## src/rtl/seg7_scan_driver.sv

```systemverilog
// Eight-digit multiplexed seven-segment driver with frame-aligned update of the shown digit set.
// Optional leading-zero blanking is enabled by defining SEG7_LZB_EN.
module seg7_scan_driver #(
  parameter int CLK_DIV = 100000,
  parameter int DIGITS  = 8
) (
  input  logic              clk,
  input  logic              rst,
  input  logic              load,
  input  logic [31:0]       data,
  input  logic [DIGITS-1:0] dp_mask,
  input  logic [DIGITS-1:0] blank_mask,
  output logic [7:0]        seg_n,
  output logic [DIGITS-1:0] an_n,
  output logic              frame
);

  localparam int DIV_W = (CLK_DIV > 1) ? $clog2(CLK_DIV) : 1;
  localparam int IDX_W = $clog2(DIGITS);
  localparam logic [DIV_W-1:0] DIV_MAX = DIV_W'(CLK_DIV - 1);
  localparam logic [IDX_W-1:0] IDX_MAX = IDX_W'(DIGITS - 1);

  logic [DIV_W-1:0]  r_div_cnt;
  logic [IDX_W-1:0]  r_idx;
  logic [31:0]       r_shown_data;
  logic [DIGITS-1:0] r_shown_dp;
  logic [DIGITS-1:0] r_shown_blank;
  logic [31:0]       r_pend_data;
  logic [DIGITS-1:0] r_pend_dp;
  logic [DIGITS-1:0] r_pend_blank;
  logic              r_pend_v;
  logic [7:0]        r_seg_n;
  logic [DIGITS-1:0] r_an_n;
  logic              r_frame;

  logic              w_tick;
  logic              w_boundary;
  logic [3:0]        w_nibble;
  logic [6:0]        w_hex;
  logic [DIGITS-1:0] w_lzb_mask;
  logic [DIGITS-1:0] w_blank_eff;
  logic [7:0]        w_seg_n;
  logic [DIGITS-1:0] w_an_n;

  assign w_tick     = (r_div_cnt == DIV_MAX);
  assign w_boundary = w_tick && (r_idx == IDX_MAX);

  always_ff @(posedge clk or posedge rst) begin
    if (rst) begin
      r_div_cnt <= '0;
      r_idx     <= '0;
    end else if (w_tick) begin
      r_div_cnt <= '0;
      r_idx     <= (r_idx == IDX_MAX) ? '0 : r_idx + 1'b1;
    end else begin
      r_div_cnt <= r_div_cnt + 1'b1;
    end
  end

  // A load landing on the boundary itself bypasses the pending stage so it
  // is not held back a whole frame.
  always_ff @(posedge clk or posedge rst) begin
    if (rst) begin
      r_shown_data  <= '0;
      r_shown_dp    <= '0;
      r_shown_blank <= '0;
      r_pend_data   <= '0;
      r_pend_dp     <= '0;
      r_pend_blank  <= '0;
      r_pend_v      <= 1'b0;
      r_frame       <= 1'b0;
    end else begin
      r_frame <= 1'b0;
      if (w_boundary && load) begin
        r_shown_data  <= data;
        r_shown_dp    <= dp_mask;
        r_shown_blank <= blank_mask;
        r_pend_v      <= 1'b0;
        r_frame       <= 1'b1;
      end else if (w_boundary && r_pend_v) begin
        r_shown_data  <= r_pend_data;
        r_shown_dp    <= r_pend_dp;
        r_shown_blank <= r_pend_blank;
        r_pend_v      <= 1'b0;
        r_frame       <= 1'b1;
      end else if (load) begin
        r_pend_data  <= data;
        r_pend_dp    <= dp_mask;
        r_pend_blank <= blank_mask;
        r_pend_v     <= 1'b1;
      end
    end
  end

`ifdef SEG7_LZB_EN
  // Walk down from the top digit; everything above the first nonzero nibble goes dark.
  always_comb begin
    logic v_nz;
    v_nz       = 1'b0;
    w_lzb_mask = '0;
    for (int i = DIGITS - 1; i >= 1; i--) begin
      v_nz          = v_nz | (r_shown_data[4*i +: 4] != 4'h0);
      w_lzb_mask[i] = ~v_nz;
    end
  end
`else
  assign w_lzb_mask = '0;
`endif

  assign w_blank_eff = r_shown_blank | w_lzb_mask;
  assign w_nibble    = r_shown_data[4*r_idx +: 4];

  always_comb begin
    w_hex = 7'h7F;
    case (w_nibble)
      4'h0: w_hex = 7'h40;
      4'h1: w_hex = 7'h79;
      4'h2: w_hex = 7'h24;
      4'h3: w_hex = 7'h30;
      4'h4: w_hex = 7'h19;
      4'h5: w_hex = 7'h12;
      4'h6: w_hex = 7'h02;
      4'h7: w_hex = 7'h78;
      4'h8: w_hex = 7'h00;
      4'h9: w_hex = 7'h10;
      4'hA: w_hex = 7'h08;
      4'hB: w_hex = 7'h03;
      4'hC: w_hex = 7'h46;
      4'hD: w_hex = 7'h21;
      4'hE: w_hex = 7'h06;
      4'hF: w_hex = 7'h0E;
      default: w_hex = 7'h7F;
    endcase
  end

  always_comb begin
    w_an_n  = '1;
    w_seg_n = 8'hFF;
    if (!w_blank_eff[r_idx]) begin
      w_an_n  = ~(DIGITS'(1) << r_idx);
      w_seg_n = {~r_shown_dp[r_idx], w_hex};
    end
  end

  always_ff @(posedge clk or posedge rst) begin
    if (rst) begin
      r_seg_n <= 8'hFF;
      r_an_n  <= '1;
    end else begin
      r_seg_n <= w_seg_n;
      r_an_n  <= w_an_n;
    end
  end

  assign seg_n = r_seg_n;
  assign an_n  = r_an_n;
  assign frame = r_frame;

endmodule

```

## config.mk

```make
export PLATFORM = sky130hd
export DESIGN_NAME = seg7_scan_driver
export DESIGN_NICKNAME = d
export VERILOG_FILES = /design/src/rtl/seg7_scan_driver.sv
export SDC_FILE = /design/constraint.sdc
export NUM_CORES = 1
export LEC_CHECK = 0
export ABC_AREA = 1
export CAP_MARGIN = 5
export CORE_MARGIN = 2
export CORE_UTILIZATION = 30
export DETAILED_ROUTE_END_ITERATION = 6
export PLACE_DENSITY_LB_ADDON = 0.08
export SLEW_MARGIN = 5
export SYNTH_ARGS = -nofsm -noshare
export SYNTH_HDL_FRONTEND = slang
export SYNTH_SLANG_ARGS = --single-unit
```

## constraint.sdc

```tcl
create_clock -name clk -period 5.7 [get_ports clk]
set_input_delay 0.57 -clock clk [delete_from_list [all_inputs] [get_ports clk]]
set_output_delay 0.57 -clock clk [all_outputs]
set_load 0.01 [all_outputs]
```

==> out/results.txt <==
Antenna diodes: 0
Hold Path Origin: r_shown_dp[6]
P&R area growth vs syn: 23.0%
Buf/Inv on CP: 2
syn_nets: 992
synthesized flop and latch total: 134
DP HPWL: 11.1 mm
Core Region: 22500 sq um
largest family of logic cells by synthesized area: simple AND/OR/NAND/NOR gates
Overflow after GRT: 0
H-tree level count: 4
Post-synth EDFFs: 0
worst r2r dst: seg_n[5]
crit path launch type: flip-flop
Max rail drop VDD: 0.172 mV
Setup Skew: 0.0118 ns
mapped cell area: 6850 sq um
setup ws final: 2.92 ns
leading cell types in the layout, fill and taps excluded: 295 x nand2_1, 131 x nor2_1, 118 x dfrtp_1
endpoint class of the critical path: flip-flop
syn_area_per_cell: 7.38 sq um
top cells by area, synth: dfrtp_1 43%, nand2_1 16%, nor2_1 7.2%
first-pass GRT wire length: 28.8 mm
Layout Nets: 1042
Largest delay share family, worst path: flip-flops
min-delay worst type: reg -> reg
largest net degree at the start of global routing: 97
pre-CTS setup slack: 2.62 ns
CTS root buf: clkbuf_16
post-synthesis cell type count: 27
Least-Margin Pin Slew: 1.01 ns
worst hold path depth: 2
Slew Viols, Final: 0
Via density: 4.50
RD Place Congestion: 0.807
Initial DRT Pass Iterations: 4
CTS clock-pin slew for the worst setup and hold paths: 0.06 ns
Final period util: 48.8%
postcts setup bufs: 0
TritonCTS Buffers: 17
LEAKAGE: 4.32 nW
outcome: finished, final reports clean
CTS max path bufs: 2
initial antenna violation count: 0
maximum fanout along the worst path: 16
Synth Area in Simple Gates: 32.9%
worst-path cell chain: inv_1, nand3_1, nand2_1, o21ai_1, inv_1, ha_1, nand3_1, nand2_1, nand2_1, nand3_1
PD cells: 305 nW/um^2
min Tclk post-route: 2.78 ns
global-route total usage across every layer: 15.1%
Rel. slew slack: 32.4%
post-synth top area share: 43.1%
R2R Path Start: r_idx[1]
initial drt markers: 321
Hold Vio Cnt, Final: 0
share of cells above drive strength 1: 6.66%
Die Span Y: 155 um
CP peak stage delay: 0.74 ns
WHS Endpoint: r_shown_dp[6]
Setup-failing EPs final: 0
Crit path required time: 6.03 ns
critical setup path kind: reg -> reg
fmax: 359 MHz
drt wl/cell: 13.6 um
Synth Instances: 928
Synth Area in Adders: 2.38%
post-synthesis async set-or-reset flop share: 100%
mux cell area share after synthesis: 0%
DRC: 0
Worst R2R Setup Slack: 2.92 ns
via count: 5736
commonest non-fill, non-tap cell in the layout: nand2_1
IO Port Bufs: 67
Synth Area in XOR/XNOR: 0.767%
clock sink count: 134
sequential area share after synthesis: 49.3%
CTS resizes: 0
Max Cap Violations: 0
CTS Hold Buffers Added: 0
number of placement rows: 55
initial core utilization: 30.4%
die width: 155 um
die area: 24000 sq um
number of global-route vias before repair: 5516
Synth area leader: dfrtp_1
Ys Warns: 0
CTS tree: built
Top FF cell, synth: dfrtp_1
Compound-Gate Fraction of Synth Area: 5.26%
drt total wl: 17.4 mm
RSZ-0062 raised after global routing: no
CP arrival: 3.11 ns
Top Ports: 68
setup TNS: 0 ns
Clk Latency, worst-skew pair: 0.42 ns
post-route ant nets: 0
cells on worst reg2reg path: 10
CP max stage cell: dfrtp_1
[area by class of cell]
cell class / instances / area [sq um]
multi-input combinational: 638 / 2840
tap: 285 / 357
clock inverter: 12 / 248
fill: 2367 / 14100
sequential: 134 / 3370
clock buffer: 20 / 457
timing repair buffer: 74 / 723
inverter: 113 / 427
[Yosys cell counts (4+ instances only)]
library cell and instances:
dfrtp_1 118, nor2_1 132, buf_2 16, buf_4 7, nand3_1 50, xor2_1 6, o21ai_0 9, clkbuf_1 17
dfstp_2 16, inv_2 4, a21oi_1 58, nand2_1 295, nand4_1 5, nor3_1 55, ha_1 13, inv_1 109
[power by group]
group / switching [W] / internal (W) / leakage [nW]
Sequential: 0.0000208 / 0.00101 / 1.58
Combinational: 0.000126 / 0.0000934 / 2.41
Clock: 0.000427 / 0.000889 / 0.336
Total: 0.000574 / 0.00200 / 4.32
[layer usage]
metal  track usage, %  part of all wire, %  vias to the layer above
met5                0                    0                        -
met4             5.56                 0.93                        0
met3             3.04                  4.1                       11
met2             23.5                   45                      116
met1             21.0                   50                     2643
li1                 -                    -                     2966
[stage by stage]
stage	cells	util (%)	total power (W)	cell area, sq um	hold slack [ns]
after floorplan	928	-	0.00118	6850	0.444
after global placement	1244	34.3	0.00127	7720	0.458
after detailed placement	1244	34.3	0.00128	7720	0.465
after CTS	1276	37.4	0.00261	8420	0.480
after global routing	1276	37.4	0.00268	8420	0.490
final	1276	37.4	0.00257	8420	0.479
[worst max path at each step]
stage	start	end	slack (ns)	cells past startpoint
final	r_idx[1]	seg_n[5]	2.92	10
after global routing	r_idx[1]	r_pend_dp[2]	2.61	6
after CTS	r_idx[1]	r_pend_data[30]	2.88	6
after detailed placement	load	r_shown_blank[5]	2.62	7
after global placement	load	r_shown_blank[5]	2.66	7
after floorplan	rst	frame	1.57	1
[worst register-to-register path, cell delays in order (launching register included)]
cell and delay (ns):
dfrtp_1 0.74, inv_1 0.48, nand3_1 0.22, nand2_1 0.09
o21ai_1 0.44, inv_1 0.17, ha_1 0.25, nand3_1 0.12
nand2_1 0.07, nand2_1 0.05, nand3_1 0.06
[sequential cells by signal, indices dropped and copies added (netlist names)]
signal	count
seg_n	8
frame	1
r_idx	3
r_pend_dp	8
r_shown_dp	8
r_pend_blank	8
r_shown_data	32
an_n	8
r_shown_blank	8
r_pend_v	1
r_div_cnt	17
r_pend_data	32
[logic make-up (layout without fill, tap and decap cells)]
group / count (synthesis) / count (layout)
flip-flops: 134 / 134
AO/OA/AOI/OAI: 71 / 71
adder cells (fa/ha/maj): 13 / 13
buffers and inverters: 156 / 219
XOR/XNOR: 6 / 6
AND/OR/NAND/NOR: 548 / 548
No activity file was read; power rests on OpenSTA's default activity.
